--- src/rtl/rgb2yuv_stream.sv ---
// RGB888 to YUV (BT.601 full range) with a fixed 3-stage pipeline and delayed href/vsync,
// plus an input-side frame geometry monitor reporting line/pixel errors per closed frame.
module rgb2yuv_stream #(
   parameter int WIDTH  = 1280,
   parameter int HEIGHT = 720
) (
   input  logic        pclk,
   input  logic        rst,
   input  logic [7:0]  in_r,
   input  logic [7:0]  in_g,
   input  logic [7:0]  in_b,
   input  logic        in_href,
   input  logic        in_vsync,
   output logic [7:0]  out_y,
   output logic [7:0]  out_u,
   output logic [7:0]  out_v,
   output logic        out_href,
   output logic        out_vsync,
   output logic        frame_done,
   output logic        geom_ok,
   output logic [15:0] last_lines,
   output logic [15:0] frame_cnt
);

   localparam logic [15:0] WIDTH_C  = 16'(WIDTH);
   localparam logic [15:0] HEIGHT_C = 16'(HEIGHT);

   function automatic logic signed [17:0] mul(input logic [7:0] x, input logic signed [17:0] k);
      return $signed({10'd0, x}) * k;
   endfunction

   function automatic logic [7:0] sat8(input logic signed [17:0] s, input logic add_off);
      logic signed [17:0] t;
      t = (s >>> 8) + (add_off ? 18'sd128 : 18'sd0);
      if (t < 18'sd0)
         return 8'd0;
      else if (t > 18'sd255)
         return 8'd255;
      else
         return t[7:0];
   endfunction

   // ---------------- datapath ----------------
   // product order: Y(R,G,B), U(R,G,B), V(R,G,B)
   logic signed [17:0] p_q [9];
   logic signed [17:0] s_q [3];
   logic [2:0]         href_pipe_q;
   logic [2:0]         vsync_pipe_q;
   logic [7:0]         y_q, u_q, v_q;

   always_ff @(posedge pclk) begin
      if (rst) begin
         for (int i = 0; i < 9; i++) p_q[i] <= '0;
         for (int i = 0; i < 3; i++) s_q[i] <= '0;
         href_pipe_q  <= '0;
         vsync_pipe_q <= '0;
         y_q          <= '0;
         u_q          <= '0;
         v_q          <= '0;
      end else begin
         p_q[0] <= mul(in_r,  18'sd77);
         p_q[1] <= mul(in_g,  18'sd150);
         p_q[2] <= mul(in_b,  18'sd29);
         p_q[3] <= mul(in_r, -18'sd43);
         p_q[4] <= mul(in_g, -18'sd85);
         p_q[5] <= mul(in_b,  18'sd128);
         p_q[6] <= mul(in_r,  18'sd128);
         p_q[7] <= mul(in_g, -18'sd107);
         p_q[8] <= mul(in_b, -18'sd21);

         s_q[0] <= p_q[0] + p_q[1] + p_q[2];
         s_q[1] <= p_q[3] + p_q[4] + p_q[5];
         s_q[2] <= p_q[6] + p_q[7] + p_q[8];

         // href_pipe_q[1] is the qualifier of the sample now leaving S2
         y_q <= href_pipe_q[1] ? sat8(s_q[0], 1'b0) : 8'd0;
         u_q <= href_pipe_q[1] ? sat8(s_q[1], 1'b1) : 8'd0;
         v_q <= href_pipe_q[1] ? sat8(s_q[2], 1'b1) : 8'd0;

         href_pipe_q  <= {href_pipe_q[1:0], in_href};
         vsync_pipe_q <= {vsync_pipe_q[1:0], in_vsync};
      end
   end

   assign out_y     = y_q;
   assign out_u     = u_q;
   assign out_v     = v_q;
   assign out_href  = href_pipe_q[2];
   assign out_vsync = vsync_pipe_q[2];

   // ---------------- geometry monitor ----------------
   logic        href_q, vsync_q;
   logic [15:0] pix_q, pix_d;
   logic [15:0] line_q, line_d;
   logic        hlen_q, hlen_d;
   logic        seen_q, seen_d;
   logic        done_q, done_d;
   logic        ok_q, ok_d;
   logic [15:0] last_q, last_d;
   logic [15:0] fcnt_q, fcnt_d;
   logic        href_fall, vs_rise;
   logic [15:0] line_eff;
   logic        hlen_eff;

   assign href_fall = href_q & ~in_href;
   assign vs_rise   = in_vsync & ~vsync_q;

   always_comb begin
      pix_d    = pix_q;
      line_d   = line_q;
      hlen_d   = hlen_q;
      seen_d   = seen_q;
      done_d   = 1'b0;
      ok_d     = ok_q;
      last_d   = last_q;
      fcnt_d   = fcnt_q;
      line_eff = line_q;
      hlen_eff = hlen_q;

      if (in_href)
         pix_d = (pix_q == 16'hFFFF) ? pix_q : pix_q + 16'd1;
      else if (href_fall)
         pix_d = '0;

      // a line ending in the vsync-rise cycle still belongs to the closing frame
      if (href_fall) begin
         if (pix_q != WIDTH_C) hlen_eff = 1'b1;
         line_eff = (line_q == 16'hFFFF) ? line_q : line_q + 16'd1;
      end
      line_d = line_eff;
      hlen_d = hlen_eff;

      if (vs_rise) begin
         if (seen_q) begin
            done_d = 1'b1;
            last_d = line_eff;
            ok_d   = (line_eff == HEIGHT_C) && !hlen_eff;
            fcnt_d = fcnt_q + 16'd1;
         end
         line_d = '0;
         hlen_d = 1'b0;
         seen_d = 1'b1;
      end
   end

   always_ff @(posedge pclk) begin
      if (rst) begin
         href_q  <= 1'b0;
         vsync_q <= 1'b0;
         pix_q   <= '0;
         line_q  <= '0;
         hlen_q  <= 1'b0;
         seen_q  <= 1'b0;
         done_q  <= 1'b0;
         ok_q    <= 1'b0;
         last_q  <= '0;
         fcnt_q  <= '0;
      end else begin
         href_q  <= in_href;
         vsync_q <= in_vsync;
         pix_q   <= pix_d;
         line_q  <= line_d;
         hlen_q  <= hlen_d;
         seen_q  <= seen_d;
         done_q  <= done_d;
         ok_q    <= ok_d;
         last_q  <= last_d;
         fcnt_q  <= fcnt_d;
      end
   end

   assign frame_done = done_q;
   assign geom_ok    = ok_q;
   assign last_lines = last_q;
   assign frame_cnt  = fcnt_q;

endmodule

--- config.mk ---
export PLATFORM = sky130hd
export DESIGN_NAME = rgb2yuv_stream
export DESIGN_NICKNAME = d
export VERILOG_FILES = /design/src/rtl/rgb2yuv_stream.sv
export SDC_FILE = /design/constraint.sdc
export NUM_CORES = 1
export LEC_CHECK = 0
export ABC_AREA = 1
export ABC_CLOCK_PERIOD_IN_PS = 5350
export CAP_MARGIN = 40
export CORE_AREA = 2 2 204 206
export CTS_CLUSTER_SIZE = 24
export DETAILED_ROUTE_END_ITERATION = 12
export DIE_AREA = 0 0 206 208
export PLACE_DENSITY_LB_ADDON = 0.3
export SYNTH_ARGS = -nofsm -noshare
export SYNTH_HDL_FRONTEND = slang
export SYNTH_SLANG_ARGS = --single-unit
--- constraint.sdc ---
create_clock -name pclk -period 5.35 [get_ports pclk]
set_input_delay 1.605 -clock pclk [delete_from_list [all_inputs] [get_ports pclk]]
set_output_delay 1.605 -clock pclk [all_outputs]
set_load 0.01 [all_outputs]
# Yosys cells after proc, flatten, opt, wreduce, memory -nomap -nowiden
# Memories as Yosys holds them, arrays and structs flattened.
# Cells that the tools add are included.
# classes
n_addsub	11
n_mul	7
n_lt_le_gt_ge	6
n_eq_ne	5
muxes	26
bitwise_logic	18
reduce_logical	10
# ops
op	count
$mux W18	12
$add A18 B18 Y18	6
$mux W16	5
$add A16 B1 Y16 const B	3
$mul A9 B8 Y17 const B	2
$eq A16 B16 Y1 const B	2
$mul A8 B7 Y15 const B	2
$mux W8	3
$add A10 B9 Y11 const B	2
$gt A11 B9 Y1 const B	2
$lt A11 B1 Y1 const B	2
$eq A16 B10 Y1 const B	1
$mul A9 B7 Y16 const B	1
$ne A16 B11 Y1 const B	1
$mul A9 B6 Y15 const B	1
$mul A8 B5 Y13 const B	1
$or A1 B1 Y1	12
$gt A10 B9 Y1 const B	1
$lt A10 B1 Y1 const B	1
$reduce_or A3 Y1	3
$mux W1	6
$not A1 Y1	4
$reduce_and A2 Y1	2
$reduce_or A2 Y1	2
other kinds (5)	6
# totals
register_bits	100
ram_bits	216
inputBits	28
output_inout_bits	60
elab_cells	100
mem_count	2
# mem_list
name	depth	word_bits	rd	rd_clocked_by_memory_dff	write_ports	line_no	rtl
p_q	9	18	9	0	9	45	logic signed [17:0] p_q [9];
s_q	3	18	3	0	3	46	logic signed [17:0] s_q [3];

# Longest topological paths before layout
# Gate-level depths: netlist (run 1).
# depth
ltp_word	5
mapped_depth	20
ltp_nobuf	20

# Worst setup path after synthesis (run 1)
# No wires, ideal clock.
# synth_timing
kind	input port to flip-flop
from	in in_b[2]
to	mem p_q[8][16], in the netlist p_q[0][160]
setup_time_ns	0.070
t_arrival_ns	4.727
t_required_ns	5.280
slack_ns	0.553
cell_stages	19
path_buffers	0
path_cell_list	inv_1 > ha_1 > inv_1 > ha_1 > fa_1 > fa_1 > inv_1 > fa_1 > inv_1 > nand3_1 > nand2_1 > a21oi_1 > o21ai_0 > nand2_1 > nand2_1 > nand2_1 > nand2_1 > o21ai_0 > a21oi_1
# synth_lines
element	line_no	rtl
from (decl)	11	input logic [7:0] in_b,
to (decl)	45	

==> results.txt, run 1 <==
The worst setup path is of the in -> reg kind. The count of fill cells added during filler insertion is 3856. The aggregate routed wire length is 39.8 mm. The starting DRC count in detailed routing came out at 699. The fraction of layout cells with a size suffix above 1 came out at 8.19%.

Counting every sink on the clock net gives 239. The die span in x is 206 um. The area added between synthesis and finish came out at 18.3%. TritonCTS created 27 clock buffers.

The number of unique standard cell types used by synthesis came out at 44. The CTS clock-pin slew for the worst setup and hold paths came out at 0.06 ns. The cell with the largest stage delay on the worst path is sky130_fd_sc_hd__fa_1. The static power due to leakage is 10.5 nW. After detailed routing, the met3 layer carries 1.77 mm of wire.

The total power after layout came out at 0.00780 W. Walking the worst path, the cells encountered are clkdlybuf4s50_1, inv_1, ha_1, fa_1, fa_1, fa_1, inv_1, ha_1, a21oi_1, o21ai_0, a21oi_1, o21ai_0, nand2_1, inv_1, o21a_1, nor3_1. The run finished with clean final reports. The sequential fraction of the synthesis area is 27.6%. The weighted congestion at the end of routability-driven global placement came out at 0.865.

Entering global routing, the biggest net connects 75 pins. The count of nets left with antenna violations once routing finished came out at 0. The worst slack at placement came out at -0.158 ns.

Yosys printed 0 warnings. The core region area is 40600 um2. The first-pass detailed-route iteration total is 7. Counting flops and latches in the post-synthesis netlist gives 239. The buffers inserted during post-CTS setup optimization is 0.

The largest fanout on the critical path came out at 4. VDD sags by at most 0.216 mV. Of the post-synthesis cell area, the dominant cell type holds 27.6%. STA puts the critical path data required time at 5.81 ns.

The number of buffers and inverters on the critical path is 4. Max-cap violations in this run came to 0. In the routed design, unresolved DRC markers number 0. STA classifies the critical path endpoint as a flop. The detailed-route via count came out at 14.2k. The count of final hold-check violations is 0. The power per cell area is 381 nW/um2. The actual transition at the worst max-transition pin came out at 0.820 ns. The average wire length per cell after detail routing came out at 13.9 um.

The total of endpoints with negative setup slack in the final report came out at 0. CTS built an H-tree with a depth of 1. The count of buffers inserted at the top-level ports came out at 87.

Setup repair after global routing left no endpoint under its margin. The worst-case clock skew came out at 0.0222 ns. For the worst setup path, the data arrival time is 5.42 ns.

The final cell count without fillers is 2863. The net count of the mapped netlist came out at 2567. TritonCTS built the clock tree.

The total routing usage reported by global routing is 18.8%. Grouping stages by cell kind, the critical path spends the most delay in adder cells. In this run the clock root is driven by a sky130_fd_sc_hd__clkbuf_16. The insertion delay to the later sink of the worst-skew pair is 0.57 ns. The final worst-path cycle share came out at 92.6%.

The class of the worst hold path is reg -> reg. The post-synthesis area per instance is 8.20 um2. The final worst-path setup slack came out at 0.396 ns. The maximum frequency from static timing analysis is 202 MHz. After global routing the overflow that remains totals 0. Sorting the synthesized cells by area gives the leading types as sky130_fd_sc_hd__dfxtp_1 28%, sky130_fd_sc_hd__ha_1 24%, sky130_fd_sc_hd__fa_1 11%. For this design, the CTS-stage hold fixing added 0 buffers. The number of antenna diodes in the final layout is 0. The number of global-route vias before repair is 14.0k.

The die covers 42800 um2. The worst setup path is launched from a primary input. The worst slew slack as a fraction of its limit is 45.4%. The row count came out at 74. For this run, the post-layout net count is 2763.

The number of top-level design ports is 88. The highest layer touched by signal routing is met4. The sum of net half-perimeters after detailed placement is 32.5 mm. The number of instances in the synthesized netlist is 2114. The starting utilization of the core area came out at 42.7%. Detailed routing placed a total of 18.8 mm of wire on met2.

The post-cts resize count came out at 0. The die boundary height is 208 um. The longest clock path from root to sink contains 3 buffers. The worst path in the final design needs a cycle of 4.95 ns, including I/O delays and setup.

The first global-routing pass estimated 66.0 mm of wire. The largest single stage delay on the critical path is 0.55 ns. The max-slew violation count is 0. The routed metal-1 wire length is 18.3 mm. The mapped netlist covers 17300 um2. Once placement completed, the tool counted placed cells totaling 2813. Of all cell types, the one taking the most synthesized area is sky130_fd_sc_hd__dfxtp_1. The number of antenna violations at the first check in global routing was 0. Using the TritonRoute via totals, the vias-per-cell ratio works out to 4.97. The final standard cell utilization of the core came out at 50.6%.
[metal layers]
layer	global-route usage, %	vias up
met2	32.4	242
li1	-	7332
met4	5.30	0
met1	24.2	6621
met5	0	-
met3	2.73	47
[layout by cell type (no fill, tap or decap), types with 6 or more instances in the layout]
master	instances
sky130_fd_sc_hd__inv_1	347
sky130_fd_sc_hd__ha_1	328
sky130_fd_sc_hd__nand2_1	280
sky130_fd_sc_hd__dfxtp_1	239
sky130_fd_sc_hd__a21oi_1	223
sky130_fd_sc_hd__nor2_1	198
sky130_fd_sc_hd__o21ai_0	155
sky130_fd_sc_hd__buf_4	108
sky130_fd_sc_hd__fa_1	97
sky130_fd_sc_hd__clkdlybuf4s50_1	86
sky130_fd_sc_hd__nand3_1	79
sky130_fd_sc_hd__clkbuf_16	27
sky130_fd_sc_hd__nor3_1	19
sky130_fd_sc_hd__o21a_1	18
sky130_fd_sc_hd__o21bai_1	16
sky130_fd_sc_hd__nand4_1	13
sky130_fd_sc_hd__nor2_2	8
sky130_fd_sc_hd__clkinv_2	7
sky130_fd_sc_hd__xnor2_1	6
sky130_fd_sc_hd__nand2_2	6
sky130_fd_sc_hd__xor2_1	6
sky130_fd_sc_hd__a21o_1	6
sky130_fd_sc_hd__clkbuf_8	6
[path summary, 6_finish.rpt]
| path | startpoint | to | slack, ns | cells after the start |
|---|---|---|---|---|
| setup / recovery | in_g[4] | p_q[0][141] | 0.40 | 16 |
| hold / removal | vsync_pipe_q[1] | vsync_pipe_q[2] | 0.40 | 2 |
| setup reg to reg | p_q[0][74] | s_q[0][15] | 2.79 | 11 |
| hold reg to reg | vsync_pipe_q[1] | vsync_pipe_q[2] | 0.40 | 2 |
[cells in the mapped netlist]
cell / count
sky130_fd_sc_hd__inv_1: 347
sky130_fd_sc_hd__a21oi_1: 223
sky130_fd_sc_hd__o21ai_2: 1
sky130_fd_sc_hd__o2111ai_1: 1
sky130_fd_sc_hd__a31oi_1: 4
sky130_fd_sc_hd__a21oi_2: 1
sky130_fd_sc_hd__o31ai_1: 2
sky130_fd_sc_hd__o21a_1: 18
sky130_fd_sc_hd__inv_2: 3
sky130_fd_sc_hd__clkbuf_1: 24
sky130_fd_sc_hd__clkinv_1: 1
sky130_fd_sc_hd__o21bai_1: 16
sky130_fd_sc_hd__nand2_1: 280
sky130_fd_sc_hd__nor2_8: 1
sky130_fd_sc_hd__nor2_4: 4
sky130_fd_sc_hd__a31o_2: 1
sky130_fd_sc_hd__ha_1: 328
sky130_fd_sc_hd__xor2_1: 6
sky130_fd_sc_hd__or2_2: 4
sky130_fd_sc_hd__nor4_1: 2
sky130_fd_sc_hd__o21ai_1: 2
sky130_fd_sc_hd__o21ai_0: 155
sky130_fd_sc_hd__a21o_1: 6
sky130_fd_sc_hd__mux2i_1: 1
sky130_fd_sc_hd__o22ai_1: 1
sky130_fd_sc_hd__inv_4: 1
sky130_fd_sc_hd__buf_6: 1
sky130_fd_sc_hd__o211a_1: 1
sky130_fd_sc_hd__nand4_1: 13
sky130_fd_sc_hd__nor3b_2: 1
sky130_fd_sc_hd__nand2_4: 1
sky130_fd_sc_hd__xnor2_1: 6
sky130_fd_sc_hd__nand3_1: 79
sky130_fd_sc_hd__dfxtp_1: 239
sky130_fd_sc_hd__buf_1: 2
sky130_fd_sc_hd__nor2_2: 8
sky130_fd_sc_hd__o211ai_1: 2
sky130_fd_sc_hd__nor3_1: 19
sky130_fd_sc_hd__nand3b_1: 3
sky130_fd_sc_hd__a211oi_1: 4
sky130_fd_sc_hd__nand2_2: 6
sky130_fd_sc_hd__fa_1: 97
sky130_fd_sc_hd__nor2_1: 198
sky130_fd_sc_hd__nor3_2: 1
[worst reg2reg max path, cell delays in order, from the launching register on]
cell and delay [ns]:
sky130_fd_sc_hd__dfxtp_1 0.38, sky130_fd_sc_hd__fa_1 0.44, sky130_fd_sc_hd__ha_1 0.30, sky130_fd_sc_hd__nand2_1 0.05, sky130_fd_sc_hd__o21ai_0 0.29, sky130_fd_sc_hd__a21oi_1 0.12, sky130_fd_sc_hd__o21ai_0 0.33, sky130_fd_sc_hd__nand3_1 0.13
sky130_fd_sc_hd__nand2_1 0.14, sky130_fd_sc_hd__nand2_1 0.09, sky130_fd_sc_hd__a21oi_1 0.13, sky130_fd_sc_hd__nor2_1 0.06
[cell families (layout without fill, tap and decap cells)]
logic type,after synthesis,in the layout,share of synthesized area (%)
buffers and inverters,379,596,8.27
DFF,239,239,27.6
muxes,1,1,0.0578
adders and majority gates,425,425,34.9
and+or+nand+nor,620,620,15.1
AOI/OAI and AO/OA,438,438,13.5
xor gates and xnor gates,12,12,0.606
[sequential cells by signal, summed over array words and instances (netlist names), 3 cells and up]
signal	cells
out_y	8
s_q	29
p_q	112
out_u	8
pix_q	16
vsync_pipe_q	3
href_pipe_q	3
out_v	8
frame_cnt	16
last_lines	16
line_q	16
[final cells by class]
class	instances	area (um2)	share of cell area (%)
Clock inverter	16	185	0.903
Tap cell	532	666	3.25
Clock buffer	34	762	3.72
Inverter	352	1320	6.46
Multi-Input combinational cell	1496	11100	54.2
Sequential cell	239	4780	23.3
Timing Repair Buffer	194	1670	8.15
[power by group]
part / internal (W) / leakage, nW / switching, W
registers: 0.00210 / 1.97 / 0.000190
logic: 0.00151 / 8.05 / 0.00207
clock network: 0.00116 / 0.465 / 0.000768
total: 0.00478 / 10.5 / 0.00303
[per-stage QoR]
stage	setup TNS, ns	area (um2)	hold WS [ns]
after floorplan	0	17300	0.388
after global placement	-0.210	19600	0.399
after detailed placement	-0.978	19600	0.396
after CTS	0	20500	0.403
after global routing	0	20500	0.422
final	0	20500	0.404
Note: power is estimated with default switching activity, not from simulation.
==> run 2: changes to the inputs <==
Settings changed: GPL_ROUTABILITY_DRIVEN from default to 0.
==> results.txt, run 2 (synthesis gave the netlist of run 1 again) <==
The largest fanout on the critical path came out at 5. In this run, placement finished with an instance count of 2814. Headroom to the max-slew limit came out at 40.8%.

The worst-case clock skew is 0.0137 ns. The kind of critical path is in -> reg. Gates resized during post-CTS repair numbered 0. Once detail routing completed, the nets flagged for antenna violations numbered 0. In this run the worst hold path is classified as reg -> reg.

The clock sink count is 239. The first global-routing pass estimated 65.4 mm of wire. The final worst hold slack is 0.404 ns. The repair_antennas step left the layout with diodes totalling 0. The power per cell area came out at 382 nW/um2. The number of top-level design ports came out at 88. The final cell count without fillers is 2864. The clock buffer count from CTS came out at 28. The max-slew violation count is 0. The count of fill cells added during filler insertion came out at 3854.

In the layout the commonest cells are 347 x sky130_fd_sc_hd__inv_1, 328 x sky130_fd_sc_hd__ha_1, 280 x sky130_fd_sc_hd__nand2_1. The sum of overflow across all layers after global routing is 0. Leaving out fill and tap cells, the most frequent cell in the layout is sky130_fd_sc_hd__inv_1. The aggregate routed wire length is 38.9 mm. The count of final hold-check violations came out at 0. STA classifies the critical path endpoint as a flop.

The worst supply voltage drop on vdd came out at 0.246 mV. The flow ran to the end, and the final reports show no timing, DRC or antenna violations. TritonCTS built the clock tree. The die span in x is 206 um. The routed via count divided by cell count is 4.94. At the placement stage, the worst setup path has a slack of -0.228 ns. The flip-flop count of the largest register after layout is 112. The number of antenna violations at the first check in global routing came out at 0. The starting utilization of the core area is 42.7%. The post-placement cell area came out at 19600 um2.

The number of hold buffers added after CTS came out at 0. Entering global routing, the biggest net connects 74 pins. Setup repair after global routing left no endpoint under its margin. Clock latency on the worst-skew pair, taken at its later pin, is 0.55 ns. The total routing usage reported by global routing is 18.4%.

The starting DRC count in detailed routing is 603. Once detailed placement completed, the half-perimeter wirelength came to 31.8 mm. The area added between synthesis and finish is 18.8%. The number of maximum-capacitance violations is 0. The post-layout instance area came out at 20600 um2. The maximum frequency from static timing analysis came out at 199 MHz. Summed over all nets, wire length on met3 after detailed routing comes to 1.56 mm. The number of nets at the end of the flow came out at 2765. The first-pass detailed-route iteration total came out at 5.

The wire length on met2 is 18.2 mm. The number of design rule violations left after detail routing came out at 0. The die boundary height came out at 208 um. The detailed-route via count came out at 14.1k. The fraction of layout cells with a size suffix above 1 came out at 8.10%. In this run the number of H-tree levels came out at 1.

The static power due to leakage is 10.5 nW. The average wire length per cell after detail routing is 13.6 um. The core region is 40600 um2.

Clock-pin slew was measured on the worst setup and hold paths at 0.06 ns. Setup violations remaining at the end of the flow were counted as 0. The routed metal-1 wire length is 18.2 mm.

At the pin with the least slew margin, the transition time is 0.888 ns. The largest registers in the layout are p_q (112), s_q (29). The worst endpoint required time is 5.82 ns. The kind of start point of the critical path is a primary input. The register-to-register setup slack came out at 2.76 ns. The buffer depth of the longest clock path came out at 3.

The worst path meets setup with 0.312 ns of slack. Of the available clock period, the critical path in the final layout requires 94.2%. The arrival time of the worst setup path is 5.51 ns. The minimum clock period is 5.04 ns. Counting flops per register, the top entry is p_q. The buffers inserted during post-CTS setup optimization came out at 0. After floorplanning, the core was divided into 74 placement rows. In this run the tool buffered the top-level ports with 87 buffer cells. The tree is rooted in a sky130_fd_sc_hd__clkbuf_16. The highest routed metal layer is met4. The area of the die came out at 42800 um2. The number of global-route vias before repair is 14.1k. The final-layout setup total negative slack came out at 0 ns.
[run 2: worst max-delay path, stage by stage]
cell	delay, ns
sky130_fd_sc_hd__clkdlybuf4s50_1	0.60
sky130_fd_sc_hd__inv_1	0.09
sky130_fd_sc_hd__ha_1	0.37
sky130_fd_sc_hd__fa_1	0.53
sky130_fd_sc_hd__fa_1	0.45
sky130_fd_sc_hd__fa_1	0.55
sky130_fd_sc_hd__inv_1	0.04
sky130_fd_sc_hd__ha_1	0.33
sky130_fd_sc_hd__a21oi_1	0.15
sky130_fd_sc_hd__o21ai_0	0.08
sky130_fd_sc_hd__a21oi_1	0.18
sky130_fd_sc_hd__o21ai_0	0.13
sky130_fd_sc_hd__nand2_1	0.07
sky130_fd_sc_hd__inv_1	0.05
sky130_fd_sc_hd__o21a_1	0.16
sky130_fd_sc_hd__nor3_1	0.12
[run 2: report_power, final]
part | total, W | internal [W] | leakage [nW] | switching, W
registers | 0.00229 | 0.00210 | 1.97 | 0.000189
clock network | 0.00202 | 0.00126 | 0.477 | 0.000761
logic | 0.00356 | 0.00151 | 8.07 | 0.00205
total | 0.00787 | 0.00487 | 10.5 | 0.00300
[run 2: cell type report]
| cell class | instances | area, um2 | share of cell area [%] |
|---|---|---|---|
| clock buffers | 36 | 771 | 3.74 |
| clock inverters | 14 | 229 | 1.11 |
| inverters | 352 | 1320 | 6.43 |
| multi-input cells | 1496 | 11100 | 54.0 |
| flip-flops and latches | 239 | 4780 | 23.2 |
| well taps | 532 | 666 | 3.23 |
| repair buffers | 195 | 1700 | 8.25 |
[run 2: layer usage]
metal  up-vias  global-route usage (%)
li1       7327                       -
met1      6522                    23.9
met2       228                    31.8
met3        62                    2.44
met4         0                    5.02
met5         -                       0
[run 2: metrics by stage]
stage,power [W],util [%]
2_1_floorplan,0.00477,-
3_3_place_gp,0.00577,48.2
3_5_place_dp,0.00587,48.3
4_1_cts,0.00796,50.8
5_1_grt,0.00861,50.8
6_report,0.00787,50.8
[run 2: worst paths after layout]
kind                                      start              end  depth (start not counted)
worst max-delay path                    in_g[4]      p_q[0][141]                         16
worst min-delay path            vsync_pipe_q[1]  vsync_pipe_q[2]                          2
worst max register to register       p_q[0][74]       s_q[0][15]                         11
worst min register to register  vsync_pipe_q[1]  vsync_pipe_q[2]                          2
==> run 3: changes to the inputs <==
Settings changed: CORE_AREA 2 2 204 206 to 2 2 167 251, DIE_AREA 0 0 206 208 to 0 0 169 253.
==> results.txt, run 3 (synthesis gave the netlist of run 1 again) <==
The number of nets at the end of the flow came out at 2757. Cells with a size suffix above 1 make up 7.87% of the layout. The setup check on the worst reg-to-reg path leaves a slack of 2.62 ns. Compared with the post-synthesis result, the final layout area differs by 17.6%.

TritonCTS built the clock tree. The number of hold buffers added after CTS came out at 0. The arrival time of the worst setup path came out at 5.42 ns.

The final standard cell utilization of the core is 50.0%. The critical path goes through clkdlybuf4s50_1, inv_1, ha_1, fa_1, fa_1, fa_1, inv_1, ha_1, a21oi_1, o21ai_0, a21oi_1, o21ai_0, nand2_1, inv_1, o21a_1, nor3_1. The worst hold path passes through 2 cells. The sum of overflow across all layers after global routing came out at 0. The wire length on met2 came out at 21.3 mm.

The global-route wire length before repair is 66.6 mm. The maximum frequency from static timing analysis came out at 201 MHz. The final worst hold slack is 0.433 ns. The clock buffer count from CTS came out at 26. For the worst flop-to-flop path, the logic depth is 11.

The aggregate routed wire length is 40.3 mm. The worst-case clock skew came out at 0.0205 ns. Among all stages on the critical path, the largest delay is contributed by sky130_fd_sc_hd__clkdlybuf4s50_1. The buffers inserted during post-CTS setup optimization came out at 0. The routed via count divided by cell count is 5.03.

The startpoint identified for the worst hold timing path is vsync_pipe_q[1]. During I/O placement, the number of pins put on the boundary was 88. The routed metal-1 wire length is 16.3 mm. The count of final hold-check violations is 0.

The routed length on met3 is 970 um. The post-cts resize count is 0. The largest fanout on the critical path is 4. The static power due to leakage came out at 10.4 nW.

The worst stage delay on the critical path is 0.54 ns. The worst slack at placement came out at -0.165 ns. The minimum clock period is 4.97 ns. STA classifies the critical path endpoint as a flop. The run finished with clean final reports.

Across every metal layer, demand over resource in global routing totals 19.1%. The highest routed metal layer is met4. The average wire length per cell after detail routing came out at 14.2 um.

The endpoint with the worst hold slack is vsync_pipe_q[2]. The actual transition at the worst max-transition pin is 0.788 ns. The flip-flop count of the largest register after layout is 112. The max-slew violation count came out at 0. The number of maximum-capacitance violations is 0. The first-pass detailed-route iteration total is 4.

The number of global-route vias before repair is 14.5k. The number of antenna-violating nets in the routed design is 0. 0 antenna diodes ended up in the layout. Detailed placement finished with a half-perimeter wire length of 33.1 mm. The buffer depth of the longest clock path came out at 3. The insertion delay to the later sink of the worst-skew pair is 0.55 ns. Clock-pin slew was measured on the worst setup and hold paths at 0.06 ns. The final worst-path cycle share came out at 92.8%. The number of design rule violations left after detail routing came out at 0. The clock sink count came out at 239. Setup repair after global routing left no endpoint under its margin. The row count came out at 91. In this run the worst hold path is classified as reg -> reg. In the layout the commonest cells are 347 x sky130_fd_sc_hd__inv_1, 328 x sky130_fd_sc_hd__ha_1, 280 x sky130_fd_sc_hd__nand2_1. The power per cell area is 376 nW/um2. The final worst-path setup slack is 0.383 ns. The die span in x came out at 169 um.

The routed layout has 14.3k vias. The worst register-to-register path ends at s_q[0][15]. By startpoint and endpoint, the worst setup path is classified as in -> reg.

The worst setup path is launched from a primary input. In this run the clock root is driven by a sky130_fd_sc_hd__clkbuf_16. The worst supply voltage drop on vdd came out at 0.250 mV. The starting DRC count in detailed routing is 559.

The startpoint identified for the worst register-to-register timing path is p_q[0][74]. Measured against its own limit, the worst slew margin works out to 47.4%. The most frequent standard cell in the layout excluding fill and tap cells is sky130_fd_sc_hd__inv_1. During placement, the flow inserted port buffers numbering 87. The largest registers in the layout are p_q (112), s_q (29). Entering global routing, the biggest net connects 63 pins. More flip-flops sit in one register than any other, and that register is p_q. The area of the die is 42800 um2. The number of antenna violations at the first check in global routing came out at 0. The total of endpoints with negative setup slack in the final report came out at 0.

The level count of the clock H-tree is 1. The core region area came out at 40800 um2. The worst endpoint required time came out at 5.80 ns. The starting utilization of the core area is 42.5%.

The die boundary height came out at 253 um.
[run 3: final cells by class]
type,instances,area [um2]
Fill cell,3907,20400
Multi-Input combinational cell,1496,11100
Sequential cell,239,4780
Timing Repair Buffer,189,1630
Inverter,352,1320
Clock buffer,31,699
Tap cell,511,639
Clock inverter,17,185
[run 3: per-stage QoR]
stage               TNS (ns)  cells  power (W)  area (um2)
global route               0   2835    0.00839       20400
finish                     0   2835    0.00767       20400
detailed placement     -1.05   2787    0.00586       19500
global placement      -0.305   2787    0.00578       19500
floorplan                  0   2114    0.00477       17300
CTS                        0   2835    0.00774       20400
[run 3: how the worst max path moves through the flow]
stage | startpoint | to | slack (ns)
floorplan | in_b[2] | p_q[0][160] | 0.55
global placement | in_b[2] | p_q[0][160] | -0.10
detailed placement | in_b[2] | p_q[0][160] | -0.16
CTS | in_g[4] | p_q[0][141] | 0.41
global route | in_g[1] | p_q[0][87] | 0.10
finish | in_g[4] | p_q[0][141] | 0.38
[run 3: layer usage]
layer | track usage [%] | up-vias
met3 | 1.69 | 90
met2 | 37.3 | 208
li1 | - | 7312
met5 | 0 | -
met4 | 9.11 | 0
met1 | 20.5 | 6642
[run 3: power by group]
| group | switching (W) | internal (W) | total (W) |
|---|---|---|---|
| registers | 0.000184 | 0.00210 | 0.00228 |
| logic | 0.00207 | 0.00149 | 0.00356 |
| clock network | 0.000781 | 0.00105 | 0.00183 |
[run 3: worst max-delay path, delay by kind of cell]
kind            cells  cell delay, ns
buf+inv             4            0.72
fa+ha+maj           5            2.19
simple gates        2            0.20
compound gates      5            0.70
